==> src/rtl/timer_slave.sv <==
`default_nettype none
// ============================================================================
// Module   : timer_slave
// Brief    : Memory-mapped 64-bit machine timer with prescaler, compare
//            interrupt and a high-word read shadow for tear-free reads.
// Revision : 1.0  initial release
// ============================================================================
module timer_slave #(
    parameter int          WIDTH     = 32,
    parameter logic [31:0] BASE_ADDR = 32'h4000_0000
) (
    input  logic             clk,
    input  logic             rst,
    input  logic             ram_ce,
    input  logic             ram_we,
    input  logic [3:0]       ram_sel,
    input  logic [WIDTH-1:0] ram_addr,
    input  logic [WIDTH-1:0] ram_data_in,
    output logic [WIDTH-1:0] ram_data,
    output logic             ram_rvalid,
    output logic             irq_timer
);

    localparam logic [2:0] c_mtime_lo = 3'd0;
    localparam logic [2:0] c_mtime_hi = 3'd1;
    localparam logic [2:0] c_cmp_lo   = 3'd2;
    localparam logic [2:0] c_cmp_hi   = 3'd3;
    localparam logic [2:0] c_ctrl     = 3'd4;
    localparam logic [2:0] c_presc    = 3'd5;

    logic [63:0] mtime_q,  mtime_d;
    logic [63:0] cmp_q,    cmp_d;
    logic [31:0] shadow_q, shadow_d;
    logic [15:0] pcnt_q,   pcnt_d;
    logic [15:0] presc_q,  presc_d;
    logic [1:0]  ctrl_q,   ctrl_d;
    logic [31:0] rdata_q,  rdata_d;
    logic        rvalid_q, rvalid_d;
    logic        irq_q,    irq_d;

    logic        w_sel, w_wr, w_rd, w_tick;
    logic [2:0]  w_idx;
    logic [31:0] w_rmux, w_presc_wr;
    logic        w_unused_ok;

    function automatic logic [31:0] merge(input logic [31:0] old_v,
                                          input logic [31:0] new_v,
                                          input logic [3:0]  be);
        logic [31:0] res;
        res = old_v;
        for (int i = 0; i < 4; i++) begin
            if (be[i]) res[8*i +: 8] = new_v[8*i +: 8];
        end
        return res;
    endfunction

    // Address bits [1:0] are don't-care; only word offsets decode.
    assign w_unused_ok = &{1'b0, ram_addr[1:0]};

    always_comb begin
        w_sel      = ram_ce && (ram_addr[31:5] == BASE_ADDR[31:5]);
        w_wr       = w_sel && ram_we;
        w_rd       = w_sel && !ram_we;
        w_idx      = ram_addr[4:2];
        w_tick     = ctrl_q[0] && (pcnt_q == presc_q);
        w_presc_wr = merge({16'd0, presc_q}, ram_data_in, ram_sel);

        case (w_idx)
            c_mtime_lo: w_rmux = mtime_q[31:0];
            c_mtime_hi: w_rmux = shadow_q;
            c_cmp_lo:   w_rmux = cmp_q[31:0];
            c_cmp_hi:   w_rmux = cmp_q[63:32];
            c_ctrl:     w_rmux = {30'd0, ctrl_q};
            c_presc:    w_rmux = {16'd0, presc_q};
            default:    w_rmux = 32'd0;
        endcase
    end

    always_comb begin
        mtime_d  = mtime_q + {63'd0, w_tick};
        cmp_d    = cmp_q;
        shadow_d = shadow_q;
        pcnt_d   = pcnt_q;
        presc_d  = presc_q;
        ctrl_d   = ctrl_q;
        rdata_d  = rdata_q;
        rvalid_d = w_rd;
        irq_d    = ctrl_q[1] && (mtime_q >= cmp_q);

        if (ctrl_q[0]) pcnt_d = w_tick ? 16'd0 : pcnt_q + 16'd1;

        if (w_wr) begin
            // A write to either mtime half suppresses this cycle's tick entirely.
            case (w_idx)
                c_mtime_lo: mtime_d = {mtime_q[63:32], merge(mtime_q[31:0], ram_data_in, ram_sel)};
                c_mtime_hi: mtime_d = {merge(mtime_q[63:32], ram_data_in, ram_sel), mtime_q[31:0]};
                c_cmp_lo:   cmp_d   = {cmp_q[63:32], merge(cmp_q[31:0], ram_data_in, ram_sel)};
                c_cmp_hi:   cmp_d   = {merge(cmp_q[63:32], ram_data_in, ram_sel), cmp_q[31:0]};
                c_ctrl:     if (ram_sel[0]) ctrl_d = ram_data_in[1:0];
                c_presc: begin
                    presc_d = w_presc_wr[15:0];
                    pcnt_d  = 16'd0;
                end
                default: ;
            endcase
        end

        if (w_rd) begin
            rdata_d = w_rmux;
            if (w_idx == c_mtime_lo) shadow_d = mtime_q[63:32];
        end
    end

    always_ff @(posedge clk or posedge rst) begin
        if (rst) begin
            mtime_q  <= 64'd0;
            cmp_q    <= 64'hFFFF_FFFF_FFFF_FFFF;
            shadow_q <= 32'd0;
            pcnt_q   <= 16'd0;
            presc_q  <= 16'd0;
            ctrl_q   <= 2'd0;
            rdata_q  <= 32'd0;
            rvalid_q <= 1'b0;
            irq_q    <= 1'b0;
        end else begin
            mtime_q  <= mtime_d;
            cmp_q    <= cmp_d;
            shadow_q <= shadow_d;
            pcnt_q   <= pcnt_d;
            presc_q  <= presc_d;
            ctrl_q   <= ctrl_d;
            rdata_q  <= rdata_d;
            rvalid_q <= rvalid_d;
            irq_q    <= irq_d;
        end
    end

    assign ram_data   = rdata_q;
    assign ram_rvalid = rvalid_q;
    assign irq_timer  = irq_q;

endmodule
`default_nettype wire

==> config.mk <==
export PLATFORM = sky130hd
export DESIGN_NAME = timer_slave
export DESIGN_NICKNAME = d
export VERILOG_FILES = /design/src/rtl/timer_slave.sv
export SDC_FILE = /design/constraint.sdc
export NUM_CORES = 1
export LEC_CHECK = 0
export ABC_CLOCK_PERIOD_IN_PS = 21400
export BUFFER_PORTS_ARGS = -buffer_cell sky130_fd_sc_hd__buf_2
export CAP_MARGIN = 20
export CORE_UTILIZATION = 45
export DETAILED_ROUTE_END_ITERATION = 10
export PLACE_DENSITY = 0.68
export SLEW_MARGIN = 10
export SYNTH_ARGS = -nofsm -noshare
export SYNTH_HDL_FRONTEND = slang
export SYNTH_SLANG_ARGS = --single-unit
==> constraint.sdc <==
create_clock -name clk -period 21.4 [get_ports clk]
set_input_delay 2.14 -clock clk [delete_from_list [all_inputs] [get_ports clk]]
set_output_delay 2.14 -clock clk [all_outputs]
set_load 0.005 [all_outputs]
# Yosys cells after proc, flatten, opt, wreduce, memory -nomap -nowiden
# Cells that the tools add are included.
# totals
ff_bits	228
input_bits	72
out_inout_bits	34
wordCells	85
# classes
n_addsub	2
order_cmp	1
eq_ne	17
mux	12
bitwise	2
reduce_logical	27
# op_table
cell	count
one-hot mux 64 bit (2 select lines)	2
one-hot mux 32 bit (6 select lines)	1
adder 64 x 1 -> 64 bit	1
greater-or-equal comparator 64 bit	1
two-way mux 16 bit	4
two-way mux 64 bit	1
two-way mux 8 bit	4
AND reduction 4 bit	8
== test 27 x 26 -> 1 bit, second input constant	1
inequality test 3 bit, second input constant	8
AND reduction 2 bit	9
adder 16 x 1 -> 16 bit, second input constant	1
== test 16 bit	1
AND reduction 3 bit	3
== test 3 x 2 -> 1 bit, second input constant	2
== test 3 bit, second input constant	2
logical AND 1 bit	5
inequality test 2 bit, second input constant	2
== test 3 x 1 -> 1 bit, second input constant	1
zero test 3 bit	1
NOT 1 bit	2
zero test 1 bit	1

# Logic depth before layout (Yosys ltp)
# Gate-level depths: netlist of run 1.
# logic_depth
ltp_word	6
mapped_depth	14
ltp_nobuf	14

# Worst setup path after synthesis of run 1
# No wires, ideal clock.
# synth_path
path_kind	in2reg
startpoint	in ram_addr[28]
endpoint	reg shadow_q[15]
setup_time_ns	0.128
t_arrival_ns	3.899
required_time_ns	21.272
path_slack_ns	17.374
cell_stages	7
n_path_buf	2
path_cell_list	or4b_1 -> nor3_1 -> nand2b_1 -> clkbuf_1 -> nor4_4 -> buf_4 -> mux2_1
# synth_between
elab_chain_cells	4
# synth_lines
item	line_no	text
start: declaration	17	input logic [WIDTH-1:0] ram_addr,
== test 27 x 26 -> 1 bit	61	w_sel = ram_ce && (ram_addr[31:5] == BASE_ADDR[31:5]);
logical AND 1 bit	61	
logical AND 1 bit	63	w_rd = w_sel && !ram_we;
AND reduction 2 bit (no line)	n/a	
end signal: assignment	128	shadow_q <= shadow_d;
end: declaration	33	logic [31:0] shadow_q, shadow_d;
# No other way between the ends.
# A chain may end at the register's enable or synchronous reset.

# Final worst setup path of run 1
# layout_path
startpoint	in ram_addr[4]
endpoint	reg cmp_q[28]
# layout_between
elab_chain_cells	3
elab_cells_between_ends	4
classes_between	eq/ne: 2; bitwise: 1; reduce/logical: 1
# layout_lines
item	line_no	text
== test 3 x 2 -> 1 bit	94	case (w_idx)
NOT 1 bit (no line)	n/a	
AND reduction 4 bit (no line) *	n/a	
end signal: assignment	127	cmp_q <= cmp_d;
end: declaration	32	logic [63:0] cmp_q, cmp_d;
# Mark *: on every way between the ends. The rest lies on a longest branch, timed or not.

==> impl_metrics.env, run 1 <==
export IMPL_crit_path_end="cmp_q[28]"
export IMPL_worst_ir_drop_vdd_uv=56.2
export IMPL_synth_seq_cells=228
export IMPL_grt_setup_unrepaired="no"
export IMPL_cts_path_max_buffers=3
export IMPL_start_util=0.460
export IMPL_gr_usage_met3=0.0366
export IMPL_power_total_uw=912
export IMPL_slowest_stage="and2_1"
export IMPL_grt_ovfl_total=0
export IMPL_power_per_cell_area_mw_per_mm2=59.3
export IMPL_reg2reg_to="mtime_q[56]"
export IMPL_htreeDepth=1
export IMPL_outcome="finished clean"
export IMPL_global_route_peak_usage_layer="met2"
export IMPL_port_buffers=103
export IMPL_grt_util_all_layers=0.262
export IMPL_share_of_layout_cells_above_drive_strength_1=0.217
export IMPL_finClkSkew_ps=12.4
export IMPL_worst_path_stages=7
export IMPL_postSynth_topFlopCell="dfrtp_1"
export IMPL_timing_reg2reg_worst_path_depth=14
export IMPL_netlist_top_cell_by_area="dfrtp_1"
export IMPL_cp_arrival_ps=4900
export IMPL_timing_final_hold_violations=0
export IMPL_postCtsSetupBuffers=0
export IMPL_dp_hpwl_um=28000
export IMPL_syn_inst=1435
export IMPL_timing_critical_path_cells="buf_2, buf_4, nor2_1, and2_1, and2_1, nand2_1, mux2_2"
export IMPL_cpPeakStageDelay_ps=590
export IMPL_ctsHoldBuffers=0
export IMPL_max_freq_mhz=225
export IMPL_grt_pass1_wl_um=64000
export IMPL_critPathKind="in -> reg"
export IMPL_area_delta_synth_final_pct=12.2
export IMPL_worstPathRequired_ps=21850
export IMPL_tcrit_tclk_final=0.208
export IMPL_post_synthesis_cell_area_mm2=0.0137
export IMPL_hold_path_class="reg -> reg"
export IMPL_i_o_pin_count=106
export IMPL_grt_met1_usage=0.374
export IMPL_tritoncts_num_sinks=228
export IMPL_route_detailed_drc=0
export IMPL_source_of_the_worst_hold_timing_path="ram_data[23]"
export IMPL_max_slew_headroom_at_the_worst_pin=0.347
export IMPL_clkTransAtPathRegs_ps=60
export IMPL_cts_repair_resized=0
export IMPL_clock_root_buffer="clkbuf_16"
export IMPL_drv_max_cap_violation_count=0
export IMPL_die_y_um=177
export IMPL_grt_start_max_net_pins=88
export IMPL_synth_largest_type_area_fraction=0.299
export IMPL_antenna_diodes=0
export IMPL_synth_cell_type_count=68
export IMPL_timing_final_max_slew_violations=0
export IMPL_grt_antenna_before_repair=1
export IMPL_synth_area_leaders="dfrtp_1, dfstp_2, mux2_2, ha_1, a21oi_1"
export IMPL_portion_of_the_post_synthesis_area_used_by_sequential_elements=0.422
export IMPL_asyncSetResetFlopFracSynth=1.00
export IMPL_clk_latency_ps=530
export IMPL_tightest_slew_ps=980
export IMPL_yosysWarningCount=0
export IMPL_first_global_vias=11400
export IMPL_r2r_setup_slk_ps=17160
export IMPL_die_width_um=177
export IMPL_synth_avg_cell_area_um2=9.56
export IMPL_numCtsBuffers=26
export IMPL_total_wire_length_um=40300
export IMPL_use_met2=0.406
export IMPL_drt_pass1_iterations=6
export IMPL_cpLargestDelayFamily="simple AND/OR/NAND/NOR gates"
export IMPL_row_count=63
export IMPL_core_area_mm2=0.0298
export IMPL_via_count=11800
export IMPL_nNetsFinal=1646
export IMPL_cts_tree="yes"
export IMPL_synth_edff_count=0
export IMPL_synth_net_count=1574
export IMPL_endpoints_failing_setup=0
export IMPL_r2r_start="pcnt_q[12]"
export IMPL_crit_top_cell="and2_1"
export IMPL_critical_path_max_fanout=47
export IMPL_fp_dieArea_mm2=0.0312
export IMPL_routedWlPerCell_um=21.0
export IMPL_timing_setup_tns_ps=0
export IMPL_critPathLaunch="ram_addr[4]"
export IMPL_p_leak_nw=6.53
export IMPL_gp_congestion=0.889
export IMPL_detail_route_antenna_nets=0
export IMPL_finalCriticalPeriod_ps=4450
export IMPL_drt_iter0_markers=1093
export IMPL_drt_vias_per_instance=6.14
export IMPL_crit_buf_inv=2
export IMPL_crit_path_end_kind="flop"
export IMPL_start_kind="input port"
-- placed cells by master (no fill, tap or decap), types with 13 or more instances in the layout --
| master | instances |
|---|---|
| a22oi_1 | 28 |
| a31oi_1 | 19 |
| a21oi_1 | 119 |
| buf_4 | 15 |
| inv_1 | 81 |
| nor2b_1 | 19 |
| nand4_1 | 33 |
| and4_1 | 16 |
| o22ai_1 | 16 |
| and2_1 | 13 |
| and3_1 | 18 |
| dfrtp_1 | 164 |
| nand2_1 | 130 |
| xnor2_1 | 20 |
| buf_2 | 103 |
| nor3_1 | 13 |
| mux2i_1 | 13 |
| o21ai_0 | 91 |
| mux2_1 | 30 |
| mux2_2 | 82 |
| nor2_1 | 101 |
| ha_1 | 67 |
| clkbuf_16 | 27 |
| dfstp_2 | 64 |
| nand3_1 | 51 |
-- metal layers --
metal	up-vias	share of wire	wire [um]
met3	94	0.071	2860
li1	5375	-	-
met5	-	0.00027	11
met4	2	0.031	1250
met1	5834	0.44	17900
met2	465	0.45	18300
-- worst min path at each step --
stage | to | slack (ps) | cells after the start
after global placement | ram_data[24] | 450 | 2
final | ram_data[23] | 470 | 2
after global routing | cmp_q[8] | 500 | 2
after CTS | ram_data[21] | 470 | 2
after detailed placement | ram_data[21] | 460 | 2
after floorplan | shadow_q[18] | 450 | 1
-- cells by family after synthesis --
group | count (synthesis) | synth area share
simple gates | 459 | 0.175
buf+inv | 159 | 0.0464
xor+xnor | 32 | 0.0204
mux | 135 | 0.118
compound gates | 355 | 0.158
flops | 228 | 0.422
fa+ha+maj | 67 | 0.0611
-- flip-flops by register name, summed over array words and instances, names as in the netlist --
register,flops
cmp_q,64
mtime_q,64
ram_data,32
shadow_q,32
pcnt_q,16
presc_q,16
ctrl_q,2
irq_timer,1
ram_rvalid,1
-- cell type report --
class,instances,area [um2]
Timing Repair Buffer,120,651
Sequential cell,228,5790
Clock buffer,43,816
Tap cell,390,488
Inverter,83,319
Fill cell,2776,14400
Clock inverter,5,25.0
Multi-Input combinational cell,1048,7300
-- worst reg2reg max path: stages (launching register included) --
cell and delay [ps]:
dfrtp_1 430, xnor2_1 360, nand4_1 170, nor4_1 380, nand3_1 240, inv_1 120, ha_1 170, ha_1 170
and3_1 290, and3_1 320, nand4_2 270, nor4_2 630, nand3_1 210, o22ai_1 150, o2bb2a_1 230
-- synthesized netlist by cell type (30+ instances only) --
cell type and n:
inv_1 82, nand2_1 130, dfstp_2 64, nand4_1 33, o21ai_0 91, nand3_1 51, clkbuf_1 54, mux2_2 82
ha_1 67, a21oi_1 119, dfrtp_1 164, nor2_1 101, mux2_1 30
-- stage by stage --
step           instance area, um2  setup WS (ps)   util  std cells  hold WS, ps
2_1_floorplan               13700          13120      -       1435          452
3_3_place_gp                14500          15970  0.487       1867          453
3_5_place_dp                14500          16400  0.488       1869          458
4_1_cts                     15400          16930  0.516       1917          473
5_1_grt                     15400          16810  0.516       1917          497
6_report                    15400          16950  0.516       1917          469
-- where the power goes --
part	internal (mW)	switching, mW	leakage [nW]
clock	0.258	0.181	0.419
sequential	0.432	0.0000000135	2.78
combinational	0.0109	0.0301	3.34
(Power assumes the default switching activity.)
==> run 2, diff against run 1 <==
ABC_AREA = 1   (was not set)
ABC_CLOCK_PERIOD_IN_PS = 3700   (was 21400)
PLACE_DENSITY = 0.7   (was 0.68)
clock period = 3.7 ns   (was 21.4 ns; I/O delays follow)
==> run 2 against run 1 <==
Net effect: register-to-register slack lost 17000 ps; non-clock buffer count grew 12; total power grew to 6.1 times the previous value; final cell count grew 44%; area after synthesis grew 9.6%; sequential cell count is the same; clock power grew to 6.5 times the previous value; critical path type is now reg -> reg.
==> impl_metrics.env, run 2 <==
export IMPL_i_o_pin_count=106
export IMPL_crit_path_end_kind="flop"
export IMPL_row_count=66
export IMPL_cts_path_max_buffers=3
export IMPL_multiInputGateArea_mm2=0.00810
export IMPL_htreeDepth=1
export IMPL_grt_antenna_before_repair=0
export IMPL_timing_critical_path_cells="nand2_1, o21ai_0, nor3b_1, nand3_1, nor3_1, ha_1, ha_1, nand3_1, nor2_1, nand3_1, nor2_1, buf_4, xor2_1, nand2_1, nand2_1, nand2_1, nand2_1"
export IMPL_clkTransAtPathRegs_ps=70
export IMPL_post_place_ws_ps=338
export IMPL_tightest_slew_ps=1000
export IMPL_nNetsFinal=2433
export IMPL_route_detailed_drc=0
export IMPL_placedCellCount=2706
export IMPL_fillers=3310
export IMPL_hold_path_depth=3
export IMPL_layout_cells_most_common_list="nand2_1, nor2_1, inv_1"
export IMPL_power_per_cell_area_mw_per_mm2=327
export IMPL_timing_final_hold_violations=0
export IMPL_syn_inst=2195
export IMPL_asyncSetResetFlopFracSynth=1.00
export IMPL_power_total_mw=5.57
export IMPL_fin_hold_ws_ps=63.4
export IMPL_total_wire_length_um=54300
export IMPL_yosys_top_cells_count="nand2_1, nor2_1, inv_1"
export IMPL_synth_seq_cells=228
export IMPL_timing_setup_tns_ps=0
export IMPL_ff_latch_area_mm2=0.00579
export IMPL_synthMostInstantiatedCell="nand2_1"
export IMPL_postCtsSetupBuffers=0
export IMPL_area_delta_synth_final_pct=13.4
export IMPL_share_of_layout_cells_above_drive_strength_1=0.121
export IMPL_clk_latency_ps=560
export IMPL_max_freq_mhz=292
export IMPL_grt_ovfl_total=0
export IMPL_via_count=15200
export IMPL_gp_congestion=0.969
export IMPL_numCtsBuffers=27
export IMPL_critical_path_max_fanout=5
export IMPL_fp_dieArea_mm2=0.0341
export IMPL_post_synthesis_cell_area_mm2=0.0150
export IMPL_worstPathRequired_ps=4190
export IMPL_timing_final_max_slew_violations=0
export IMPL_critPathKind="reg -> reg"
export IMPL_drv_max_cap_violation_count=0
export IMPL_synth_largest_type_area_fraction=0.273
export IMPL_tcrit_tclk_final=0.926
export IMPL_dp_hpwl_um=41900
export IMPL_max_slew_headroom_at_the_worst_pin=0.330
export IMPL_start_util=0.460
export IMPL_final_common_cell="nand2_1"
export IMPL_post_dp_cell_area_mm2=0.0161
export IMPL_yosysWarningCount=0
export IMPL_internal_power_mw=4.28
export IMPL_hold_path_class="in -> reg"
export IMPL_worst_ir_drop_vdd_uv=323
export IMPL_drt_pass1_iterations=6
export IMPL_detail_route_antenna_nets=0
export IMPL_top_regs="cmp_q x64, mtime_q x64"
export IMPL_cpPeakStageDelay_ps=420
export IMPL_min_delay_worst_endpoint="cmp_q[31]"
export IMPL_cts_repair_resized=0
export IMPL_net_switching_share_of_the_total_power=0.231
export IMPL_endpoints_failing_setup=0
export IMPL_crit_buf_inv=1
export IMPL_combPwrFrac=0.042
export IMPL_worst_slack_ps=273
export IMPL_cp_arrival_ps=3920
export IMPL_slowest_stage="dfrtp_1"
export IMPL_synth_avg_cell_area_um2=6.85
export IMPL_synth_area_leaders="dfrtp_1, nand2_1, dfstp_2, nor2_1, inv_1"
export IMPL_grt_pass1_wl_um=83400
export IMPL_timing_reg2reg_worst_path_depth=17
export IMPL_fin_cells=2755
export IMPL_netlist_top_cell_by_area="dfrtp_1"
export IMPL_reg2reg_to="mtime_q[22]"
export IMPL_port_buffers=103
export IMPL_drt_iter0_markers=1364
export IMPL_postSynth_topFlopCell="dfrtp_1"
export IMPL_outcome="finished clean"
export IMPL_antenna_diodes=0
export IMPL_critPathLaunch="pcnt_q[0]"
export IMPL_synth_cell_type_count=50
export IMPL_r2r_setup_slk_ps=270
export IMPL_power_sequential_fraction=0.448
export IMPL_die_width_um=185
export IMPL_grt_setup_unrepaired="no"
export IMPL_grt_util_all_layers=0.325
export IMPL_synth_edff_count=0
export IMPL_routedWlPerCell_um=19.7
export IMPL_drt_vias_per_instance=5.51
export IMPL_cpLargestDelayFamily="simple AND/OR/NAND/NOR gates"
export IMPL_synth_net_count=2334
export IMPL_fin_area_mm2=0.0170
export IMPL_finClkSkew_ps=12.3
export IMPL_die_y_um=185
export IMPL_grt_start_max_net_pins=99
export IMPL_portion_of_the_post_synthesis_area_used_by_sequential_elements=0.385
export IMPL_p_leak_nw=8.11
export IMPL_clock_root_buffer="clkbuf_16"
export IMPL_r2r_start="pcnt_q[0]"
export IMPL_source_of_the_worst_hold_timing_path="ram_data_in[31]"
export IMPL_crit_top_cell="nand2_1"
export IMPL_cts_tree="yes"
export IMPL_tritoncts_num_sinks=228
export IMPL_first_global_vias=14600
export IMPL_finalCoreUtilization=0.521
export IMPL_start_kind="flop"
export IMPL_netSwitchingPower_mw=1.29
export IMPL_p_clk_frac=0.510
export IMPL_core_area_mm2=0.0327
export IMPL_finalCriticalPeriod_ps=3430
## run 2: per-layer routing
metal | routed length (um) | up-vias | global-route usage
li1 | - | 7275 | -
met1 | 22600 | 7160 | 0.407
met2 | 25900 | 602 | 0.560
met3 | 3290 | 138 | 0.0409
met4 | 2470 | 0 | 0.143
met5 | 0 | - | 0
## run 2: how the worst max path moves through the flow
stage                  endpoint  slack (ps)  depth (start not counted)
global route        mtime_q[22]         0.8                         17
CTS                 mtime_q[48]         300                         18
floorplan             ctrl_q[0]         400                          1
detailed placement  mtime_q[48]         340                         18
finish              mtime_q[22]         270                         17
global placement    mtime_q[48]         440                         18
## run 2: worst reg2reg max path: cells and delay by family (launching register included)
| family | cells | cell delay (ps) |
|---|---|---|
| compound gates | 1 | 110 |
| xor+xnor | 1 | 150 |
| fa+ha+maj | 2 | 510 |
| buf+inv | 1 | 180 |
| flops | 1 | 420 |
| simple gates | 12 | 2000 |
## run 2: logic make-up after synthesis
group,synth area share
buffers and inverters,0.0775
AO/OA/AOI/OAI,0.120
adder cells (fa/ha/maj),0.0558
flip-flops,0.385
XOR/XNOR,0.0210
AND/OR/NAND/NOR,0.341
## run 2: power groups by stage
| stage | logic [mW] | clock network (mW) | registers (mW) |
|---|---|---|---|
| CTS | 0.232 | 2.87 | 2.50 |
| detailed placement | 0.229 | 0 | 2.54 |
| floorplan | 0.0996 | 0 | 2.54 |
| global placement | 0.226 | 0 | 2.54 |
| global route | 0.251 | 2.98 | 2.50 |
| finish | 0.232 | 2.84 | 2.50 |
## run 2: final cells by class
cell class                      instances  share of cell area
Timing Repair Buffer                  132              0.0468
Clock inverter                         12             0.00976
Tap cell                              442              0.0324
Clock buffer                           36              0.0451
Sequential cell                       228               0.339
Inverter                              233              0.0515
Multi-Input combinational cell       1672               0.475
## run 2: repair_timing
| item | 4_1_cts | 5_1_grt |
|---|---|---|
| hold buffers | 1 | 0 |
| endpoints found under the hold margin | 24 | 0 |
| endpoints found under the setup margin | 0 | 0 |
